===== src/rtl/rc4_keystream_arbiter.sv =====
// rc4_keystream_arbiter: sequences key loading and setup of a shared RC4-style
// keystream engine, then hands keystream bytes to NREQ requesters in
// round-robin order, one byte per grant. A watchdog traps a hung engine.
module rc4_keystream_arbiter #(
    parameter int unsigned KEY_LEN = 32,
    parameter int unsigned NREQ    = 2,
    parameter int unsigned TIMEOUT = 255,
    parameter int unsigned TW      = 8
) (
    input  logic                        clk,
    input  logic                        rst,
    input  logic                        key_valid,
    input  logic [7:0]                  key_in,
    input  logic                        rekey,
    input  logic                        finish,
    input  logic [NREQ-1:0]             req,
    output logic [NREQ-1:0]             gnt,
    output logic                        ks_valid,
    output logic [7:0]                  ks_out,
    output logic                        eng_key_we,
    output logic [$clog2(KEY_LEN)-1:0]  eng_key_addr,
    output logic [7:0]                  eng_key_data,
    output logic                        eng_setup_start,
    input  logic                        eng_setup_done,
    output logic                        eng_gen,
    input  logic                        eng_ks_valid,
    input  logic [7:0]                  eng_ks,
    output logic                        busy,
    output logic                        done,
    output logic                        err
);

    localparam int unsigned AW = $clog2(KEY_LEN);
    localparam int unsigned IW = $clog2(NREQ);

    typedef enum logic [3:0] {
        IDLE,
        KEYLOAD,
        SETUP,
        WAITSETUP,
        ARB,
        GEN,
        WAITKS,
        DONE,
        ERROR
    } state_t;

    state_t          state;
    logic [AW-1:0]   cnt;
    logic [IW-1:0]   ptr;
    logic [IW-1:0]   sel;
    logic [TW-1:0]   wd;

    logic [IW-1:0]   pick;
    logic [IW-1:0]   pick_idx;
    logic            found;

    // Round-robin search: first requester set, starting just after the last winner.
    always_comb begin
        pick     = ptr;
        pick_idx = '0;
        found    = 1'b0;
        for (int unsigned i = 1; i <= NREQ; i++) begin
            pick_idx = IW'((32'(ptr) + i) % NREQ);
            if (!found && req[pick_idx]) begin
                pick  = pick_idx;
                found = 1'b1;
            end
        end
    end

    // Controller FSM with registered engine strobes, grant and keystream outputs.
    always_ff @(posedge clk or posedge rst) begin
        if (rst) begin
            state           <= IDLE;
            cnt             <= '0;
            ptr             <= IW'(NREQ - 1);
            sel             <= '0;
            wd              <= '0;
            eng_key_we      <= 1'b0;
            eng_key_addr    <= '0;
            eng_key_data    <= '0;
            eng_setup_start <= 1'b0;
            eng_gen         <= 1'b0;
            ks_valid        <= 1'b0;
            ks_out          <= '0;
            gnt             <= '0;
        end else begin
            eng_key_we      <= 1'b0;
            eng_setup_start <= 1'b0;
            eng_gen         <= 1'b0;
            ks_valid        <= 1'b0;
            gnt             <= '0;
            case (state)
                IDLE, KEYLOAD: begin
                    if (key_valid) begin
                        eng_key_we   <= 1'b1;
                        eng_key_addr <= cnt;
                        eng_key_data <= key_in;
                        if (cnt == AW'(KEY_LEN - 1)) begin
                            cnt   <= '0;
                            state <= SETUP;
                        end else begin
                            cnt   <= cnt + 1'b1;
                            state <= KEYLOAD;
                        end
                    end
                end
                SETUP: begin
                    eng_setup_start <= 1'b1;
                    wd              <= '0;
                    state           <= WAITSETUP;
                end
                WAITSETUP: begin
                    if (eng_setup_done) begin
                        state <= ARB;
                    end else if (wd == TW'(TIMEOUT - 1)) begin
                        state <= ERROR;
                    end else begin
                        wd <= wd + 1'b1;
                    end
                end
                ARB: begin
                    if (|req) begin
                        sel   <= pick;
                        ptr   <= pick;
                        state <= GEN;
                    end else if (rekey) begin
                        cnt   <= '0;
                        state <= KEYLOAD;
                    end else if (finish) begin
                        state <= DONE;
                    end
                end
                GEN: begin
                    eng_gen <= 1'b1;
                    wd      <= '0;
                    state   <= WAITKS;
                end
                WAITKS: begin
                    if (eng_ks_valid) begin
                        ks_out   <= eng_ks;
                        ks_valid <= 1'b1;
                        gnt[sel] <= 1'b1;
                        state    <= ARB;
                    end else if (wd == TW'(TIMEOUT - 1)) begin
                        state <= ERROR;
                    end else begin
                        wd <= wd + 1'b1;
                    end
                end
                DONE: begin
                    if (rekey) begin
                        cnt   <= '0;
                        state <= KEYLOAD;
                    end
                end
                ERROR: begin
                    state <= ERROR;
                end
                default: begin
                    state <= IDLE;
                end
            endcase
        end
    end

    // Status flags are pure decodes of the state register.
    assign busy = !(state inside {IDLE, DONE, ERROR});
    assign done = (state == DONE);
    assign err  = (state == ERROR);

endmodule


===== config.mk =====
export PLATFORM = sky130hd
export DESIGN_NAME = rc4_keystream_arbiter
export DESIGN_NICKNAME = d
export VERILOG_FILES = /design/src/rtl/rc4_keystream_arbiter.sv
export SDC_FILE = /design/constraint.sdc
export NUM_CORES = 1
export LEC_CHECK = 0
export ABC_AREA = 0
export BUFFER_PORTS_ARGS = -buffer_cell sky130_fd_sc_hd__buf_2
export CORE_ASPECT_RATIO = 1.2
export CORE_UTILIZATION = 31
export CTS_CLUSTER_DIAMETER = 50
export CTS_CLUSTER_SIZE = 25
export DETAILED_ROUTE_END_ITERATION = 7
export GPL_ROUTABILITY_DRIVEN = 0
export GPL_TIMING_DRIVEN = 0
export PLACE_DENSITY = 0.53
export SLEW_MARGIN = 25
export SYNTH_ARGS = -nofsm -noshare
export SYNTH_HDL_FRONTEND = slang
export SYNTH_SLANG_ARGS = --single-unit

===== constraint.sdc =====
create_clock -name clk -period 6 [get_ports clk]
set_input_delay 0.3 -clock clk [delete_from_list [all_inputs] [get_ports clk]]
set_output_delay 0.3 -clock clk [all_outputs]
set_load 0.01 [all_outputs]

# Word level (Yosys, flattened, before mapping)
# Cells that the tools add are included.
# op_classes
eq_ne	16
n_shift	0
bitwise_logic	0
addsub	4
order_cmp	4
n_mul	0
reduce_logical	17
mux	36
div_mod_pow	0
# ops
op	n
two-way mux 4 bit	8
one-hot mux 4 bit (8 select lines)	1
two-way mux 8 bit	3
one-hot mux 8 bit (3 select lines)	1
two-way mux 5 bit	4
== test 4 x 3 -> 1 bit, second input constant	4
one-hot mux 5 bit (3 select lines)	1
two-way mux 1 bit	14
inequality test 2 bit, second input constant	5
AND reduction 3 bit	3
nonzero test 3 bit	3
adder 8 x 1 -> 8 bit, second input constant	1
== test 4 x 2 -> 1 bit, second input constant	2
== test 8 bit, second input constant	1
< comparator 1 x 2 -> 1 bit, second input constant	3
two-way mux 2 bit	3
AND reduction 2 bit	3
OR reduction 2 bit	3
adder 5 x 1 -> 5 bit, second input constant	1
== test 5 bit, second input constant	1
== test 4 x 1 -> 1 bit, second input constant	1
== test 4 bit, second input constant	1
zero test 4 bit	1
inequality test 4 bit, second input constant	1
5 further kinds	8
# word_totals
n_memories	0
wordCells	90
inputBits	25
romBits	0
regBits	46
latch_bits	0
ramBits	0
output_inout_bits	30

# Logic depth before layout (Yosys ltp)
# Gate-level depths: netlist (run 1).
# depth
depth_word	7
depth_mapped	8
ltp_nobuf	7

# Least setup slack after synthesis (run 1)
# OpenSTA, ideal clock, no wires.
# synth_timing
path_kind	reg2reg
startpoint	register state[1]
endpoint	register cnt[3]
t_arrival_ns	2.111
synth_period_minus_slack_ns	2.203
n_path_buf	3
required_ns	5.908
slack_ns	3.797
setup_time_ns	0.092
stages_incl_launch_ff	9
path_cell_list	dfrtp_1 -> clkbuf_1 -> or2_2 -> clkbuf_1 -> o311a_1 -> or3_1 -> buf_2 -> or3_4 -> o31ai_2
# synth_via
elab_chain_cells	4
elab_cells_between_ends	10
classes_between	5 x eq/ne; 1 x mux; 4 x reduce/logical
# synth_lines
item	line_no	text
start, declared	48	state_t state;
start signal, assigned	75	state <= IDLE;
start signal, assigned	102	state <= SETUP;
start signal, assigned	105	state <= KEYLOAD;
== test 4 x 1 -> 1 bit or zero test 4 bit (tied branches)	94	case (state)
OR reduction 2 bit	94	
inequality test 2 bit (no source line) or nonzero test 3 bit (tied branches)	-	
AND reduction 3 bit (no source line)	-	
end signal, assigned	104	cnt <= cnt + 1'b1;
end, declared	49	logic [AW-1:0] cnt;
# Several ways; a longest one is shown, not always the timed one.
# A chain may end at the register's enable or synchronous reset.

# Worst setup path after layout (run 1)
# layout_timing
startpoint	register state[1]
endpoint	register eng_key_data[2]
# layout_via
elab_chain_cells	3
elab_cells_between_ends	4
classes_between	1 x eq/ne; 3 x reduce/logical
# layout_lines
item	line_no	text
== test 4 x 1 -> 1 bit or zero test 4 bit (tied branches)	94	
OR reduction 2 bit *	94	
AND reduction 2 bit (no source line) *	-	
end signal, assigned	99	eng_key_data <= key_in;
end, declared	22	output logic [7:0] eng_key_data,
# Mark *: on every way between the ends. The rest lies on a longest branch, timed or not.

==> impl_metrics.csv, run 1 <==
group,metric,value,unit
cts,clkTransAtPathRegs,0.09,ns
floorplanning,io_pins,55,
hold_path,min_path_type,"primary input to flop",
cts,post-cts-setup-buffers,0,
synth,syn_avg_cell_area,10.1,um2
synth,postSynthRegisterBits,46,
detailed_routing,wire_per_inst,12.8,um
cts,h-tree-depth,2,
sta,finalSetupViolCount,0,
setup_path,crit_path_end_kind,"flop",
sta,hold_slack,0.180,ns
grt,grt-ovfl-total,0,
power_and_ir_drop,switchingPower,0.425,mW
floorplanning,start_util,0.322,
sta,finalSetupTns,0,ns
power_and_ir_drop,combPwrFrac,0.395,
floorplanning,dieArea,7510,um2
sta,min_period,2.61,ns
detailed_routing,ant_nets,0,
power_and_ir_drop,peakVddDrop,133,uV
run,maxCapViolCount,0,
cts,clock_latency,0.30,ns
synth,ys_seq_area_frac,0.519,
status,outcome,"complete, no violations",
setup_path,critPathMaxFanout,10,
finish,drive_above_1_share,0.257,
placement,io_buffers,54,
finish,fin_nets,312,
synth,synth_top_area_cell,"dfrtp_1",
finish,fillCellCount,709,
setup_path,required,6.18,ns
power_and_ir_drop,p_seq_frac,0.404,
power_and_ir_drop,swShare,0.366,
detailed_routing,wirelength,4760,um
detailed_routing,num_vias,1815,
grt,antenna_found_initial,0,
finish,final_cells,371,
setup_path,critPathKind,"flop to flop",
sta,period_share,0.435,
setup_path,cp.arrival,2.79,ns
placement,dp_cells,362,
grt,grt_pass1_vias,1756,
sta,timing.slew.headroom,0.408,
floorplanning,die_y,94.7,um
power_and_ir_drop,internal-power,0.736,mW
power_and_ir_drop,leakagePower,1.33,nW
sta,fmax,383,MHz
cts,cts_sinks,46,
cts,clock_path_buffers,2,
floorplanning,rows,33,
setup_path,start_kind,"flop",
grt,grt_start_max_net_pins,29,
floorplanning,coreArea,6900,um2
placement,dp.final_hpwl,3630,um
sta,report.final.hold_viol_count,0,
power_and_ir_drop,clkPwrFrac,0.201,
cts,cts_tree,"yes",
power_and_ir_drop,p_per_area,423,nW/um2
floorplanning,die_w,79.3,um
cts,clockRootBuffer,"clkbuf_8",
detailed_routing,via_per_inst,4.89,
sta,worst_slew_pin_slew,0.888,ns
synth,synth_edf_count,0,
detailed_routing,drt_iter0_drc,93,
synth,synth.distinct_cells,48,
sta,clock_skew,0.00436,ns
synth,yosys_warnings,0,
grt,grt_pass1_wl,8130,um
detailed_routing,drcViolationCount,0,
synth,synth_cells,220,
sta,grt_setup_unrepaired,"false",
synth,synthTopCellsByArea,"dfrtp_1, mux2_1, nand2_1, nor3b_1, xnor2_1",
synth,synth.net_count,249,
synth,syn-cell-area,2220,um2
detailed_routing,first_pass_iters,4,
cts,cts_made_buffers,5,
grt,track_usage,0.140,
finish,diodes,0,
synth,async_reset_ff_frac,1.00,
sta,slew_violations,0,
synth,synth_top_area_frac,0.507,
synth,yosys_most_used_dff,"dfrtp_1",
finish,area_growth,23.5,%
cell usage after synthesis (2+ instances only):
cell type	number
a21oi_1	3
a221oi_1	2
and2_1	2
and3_1	3
and4_1	2
buf_2	3
clkbuf_1	8
dfrtp_1	45
ha_1	4
inv_1	5
mux2_1	13
nand2_1	36
nand2b_1	4
nand3_1	9
nor2_1	13
nor2b_1	4
nor3_1	9
nor3b_1	8
o211ai_1	2
o21ai_0	2
o21ai_1	7
o21bai_1	2
o22ai_1	3
or3_1	2
xnor2_1	6
cells in the final DEF, fill, tap and decap left out, types with 2 or more instances in the layout:
cell,count
a21oi_1,3
a221oi_1,2
and2_1,2
and3_1,3
and4_1,2
buf_2,57
clkbuf_1,8
clkbuf_8,5
dfrtp_1,45
ha_1,4
inv_1,4
inv_2,2
mux2_1,13
nand2_1,36
nand2b_1,4
nand3_1,9
nor2_1,13
nor2b_1,4
nor3_1,9
nor3b_1,8
o211ai_1,2
o21ai_0,2
o21ai_1,7
o21bai_1,2
o22ai_1,3
or3_1,2
xnor2_1,6
worst paths after layout:
path                            from              end  slack [ns]  depth (start not counted)
max reg2reg                 state[1]  eng_key_data[2]        3.39                          6
min reg2reg                      sel           gnt[0]        0.46                          1
min                        eng_ks[6]        ks_out[6]        0.18                          3
max                         state[1]  eng_key_data[2]        3.39                          6
min in group asynchronous        rst  eng_key_data[3]        0.53                          3
max in group asynchronous        rst              ptr        4.92                          4
layout make-up:
class,instances,area (um2),share of cell area
flip-flops and latches,46,1150,0.420
multi-input cells,157,1000,0.365
inverters,6,22.5,0.00821
clock buffers,5,68.8,0.0251
clock inverters,3,43.8,0.0160
repair buffers,56,300,0.109
well taps,87,109,0.0397
plain buffers,11,45.0,0.0164
sequential cells by signal, summed over array words and instances, names as in the netlist:
| register | cells |
|---|---|
| eng_key_data | 8 |
| ks_out | 8 |
| wd | 8 |
| cnt | 5 |
| eng_key_addr | 5 |
| state | 4 |
| gnt | 2 |
| eng_gen | 1 |
| eng_key_we | 1 |
| eng_setup_start | 1 |
| ks_valid | 1 |
| ptr | 1 |
| sel | 1 |
metal layers:
| layer | track usage | part of all wire | vias up |
|---|---|---|---|
| met4 | 0.0409 | 0.012 | 0 |
| met2 | 0.254 | 0.50 | 46 |
| met1 | 0.163 | 0.44 | 865 |
| li1 | - | - | 898 |
| met5 | 0 | 0 | - |
| met3 | 0.0329 | 0.044 | 6 |
power groups by stage:
| stage | registers, mW | clock network, mW | logic (mW) |
|---|---|---|---|
| after floorplan | 0.500 | 0 | 0.287 |
| after global placement | 0.473 | 0 | 0.458 |
| after detailed placement | 0.477 | 0 | 0.465 |
| after CTS | 0.471 | 0.243 | 0.466 |
| after global routing | 0.483 | 0.257 | 0.521 |
| final | 0.469 | 0.233 | 0.459 |
kinds of logic (layout without fill, tap and decap cells):
| logic type | Yosys count | in the layout | synth area share |
|---|---|---|---|
| buffers and inverters | 17 | 81 | 0.0304 |
| adder cells (fa/ha/maj) | 4 | 4 | 0.0225 |
| flip-flops | 46 | 46 | 0.519 |
| AO/OA/AOI/OAI | 31 | 31 | 0.0980 |
| multiplexers | 14 | 14 | 0.0704 |
| XOR/XNOR | 6 | 6 | 0.0236 |
| AND/OR/NAND/NOR | 102 | 102 | 0.236 |
critical path, cell delays in order (launching register included):
cell,delay (ns)
dfrtp_1,0.36
clkbuf_1,0.19
or2_2,0.33
clkbuf_1,0.20
nor3b_1,0.68
buf_2,0.37
mux2_1,0.36
what timing repair did:
item / 4_1_cts / 5_1_grt
hold endpoints to repair: 18 / 0
resized for setup: 0 / 0
hold buffers: 1 / 0
endpoints found under the setup margin: 0 / 0
through the flow:
stage	cell area, um2	power [mW]	utilization	setup slack [ns]
floorplan	2220	0.787	-	3.80
global placement	2600	0.931	0.377	3.36
detailed placement	2620	0.942	0.380	3.35
CTS	2740	1.18	0.398	3.33
global route	2740	1.26	0.398	3.19
finish	2740	1.16	0.398	3.39
Note: power is estimated with default switching activity, not from simulation.
==> run 2, diff against run 1 <==
- PLACE_DENSITY: 0.53 -> 0.55
- clock period: 6 -> 2.4 ns (I/O delays scaled with it)
==> run 2 against run 1 <==
  * Sequential cell count stayed put
  * Sequential share of layout area is 0.72 points lower
  * Maximum frequency is 16% higher
  * Clock power is 97% higher
  * Combinational power grew to 2.6 times the previous value
  * Power is 140% higher
  * Die area stayed put
==> impl_metrics.csv, run 2 (synthesized netlist as in run 1, its figures left out) <==
group,metric,value,unit
setup_path,max_stage_delay,0.39,ns
floorplanning,die_y,94.7,um
sta,fmax,445,MHz
sta,finalSetupViolCount,0,
placement,io_buffers,54,
detailed_routing,drt_iter0_drc,84,
finish,drive_above_1_share,0.260,
sta,clock_skew,0.00862,ns
setup_path,critPathMaxFanout,9,
setup_path,path_buf_inv,2,
setup_path,cp_slowest_cell,"or3_4",
sta,period_share,0.936,
finish,final_cell_mix,"buf_2, dfrtp_1, nand2_1",
finish,fin_nets,317,
cts,clkTransAtPathRegs,0.08,ns
setup_path,crit_path_end_kind,"flop",
hold_path,min_path_type,"primary input to flop",
setup_path,required,2.61,ns
detailed_routing,ant_nets,0,
placement,place_ws,-0.297,ns
grt,grt-ovfl-total,0,
finish,diodes,0,
finish,mostFrequentLayoutCell,"buf_2",
detailed_routing,first_pass_iters,4,
cts,h-tree-depth,2,
sta,worst_slew_pin_slew,0.489,ns
detailed_routing,drcViolationCount,0,
setup_path,critPathKind,"flop to flop",
power_and_ir_drop,peakVddDrop,341,uV
cts,clockRootBuffer,"clkbuf_8",
detailed_routing,via_per_inst,4.92,
floorplanning,io_pins,55,
detailed_routing,wire_per_inst,12.7,um
finish,top_regs,"eng_key_data x8, ks_out x8, wd x8",
setup_path,start_kind,"flop",
grt,antenna_found_initial,0,
sta,grt_setup_unrepaired,"false",
sta,report.final.hold_viol_count,0,
run,maxCapViolCount,0,
cts,cts_tree,"yes",
sta,timing.final.ws_setup,0.153,ns
finish,fillCellCount,684,
floorplanning,start_util,0.322,
grt,grt_pass1_wl,8260,um
finish,area_growth,25.6,%
power_and_ir_drop,leakagePower,1.34,nW
grt,track_usage,0.140,
cts,post-cts-setup-buffers,0,
grt,grt_pass1_vias,1791,
detailed_routing,num_vias,1849,
cts,cts_sinks,46,
floorplanning,rows,33,
sta,min_period,2.25,ns
setup_path,reg2reg_slack,0.15,ns
floorplanning,die_w,79.3,um
floorplanning,dieArea,7510,um2
placement,dp.final_hpwl,3500,um
sta,slew_violations,0,
power_and_ir_drop,total_power,2.81,mW
setup_path,cp.arrival,2.46,ns
cts,clock_latency,0.30,ns
setup_path,crit_family,"simple AND/OR/NAND/NOR gates",
cts,clock_path_buffers,2,
grt,grt_start_max_net_pins,29,
sta,timing.slew.headroom,0.674,
status,outcome,"complete, no violations",
power_and_ir_drop,p_per_area,1010,nW/um2
setup_path,crit_chain,"clkbuf_1, or2_4, o311a_1, or3_1, buf_2, or3_4, o31ai_2",
cts,cts_made_buffers,5,
floorplanning,coreArea,6900,um2
detailed_routing,wirelength,4790,um
-- run 2: final timing paths --
kind	startpoint	end	cells past startpoint
setup / recovery	state[1]	cnt[3]	7
min in group asynchronous	rst	gnt[1]	3
hold / removal	eng_ks[1]	ks_out[1]	3
setup reg to reg	state[1]	cnt[3]	7
max in group asynchronous	rst	wd[7]	4
hold reg to reg	sel	gnt[0]	1
-- run 2: through the flow --
step,hold WS (ns),utilization,TNS [ns],cell area (um2),cells
finish,0.0109,0.405,0,2790,376
floorplan,0.183,-,0,2220,220
global route,0.0199,0.405,0,2790,376
detailed placement,0.145,0.380,-2.57,2620,362
global placement,0.310,0.377,-2.60,2600,361
CTS,0.00225,0.403,0,2780,376
-- run 2: repair_timing --
action                                  in CTS  in global routing
endpoints found under the hold margin       23                  0
hold buffers                                 7                  0
resized for setup                            1                  5
endpoints found under the setup margin      10                  4
-- run 2: layer usage --
| metal | part of all wire | vias up | routed length [um] | GRT usage |
|---|---|---|---|---|
| met5 | 0 | - | 0 | 0 |
| met2 | 0.50 | 49 | 2370 | 0.241 |
| met3 | 0.044 | 10 | 212 | 0.0319 |
| li1 | - | 909 | - | - |
| met4 | 0.018 | 0 | 85 | 0.0576 |
| met1 | 0.44 | 881 | 2120 | 0.169 |
-- run 2: report_power, final --
part           total [mW]  switching [mW]  internal (mW)
logic                1.18           0.660          0.520
clock network       0.458           0.251          0.206
registers            1.17           0.141           1.03
-- run 2: final cells by class --
class	instances	area, um2	area share
sequential	46	1150	0.413
multi-input combinational	157	1020	0.366
timing repair buffer	62	360	0.129
tap	87	109	0.0390
clock buffer	7	76.3	0.0273
buffer	10	42.5	0.0152
inverter	6	22.5	0.00807
clock inverter	1	7.51	0.00269
-- run 2: worst register-to-register path: stages, from the launching register on --
cell and delay [ns]:
dfrtp_1 0.37, clkbuf_1 0.22, or2_4 0.36, o311a_1 0.12, or3_1 0.33, buf_2 0.17
or3_4 0.39, o31ai_2 0.21
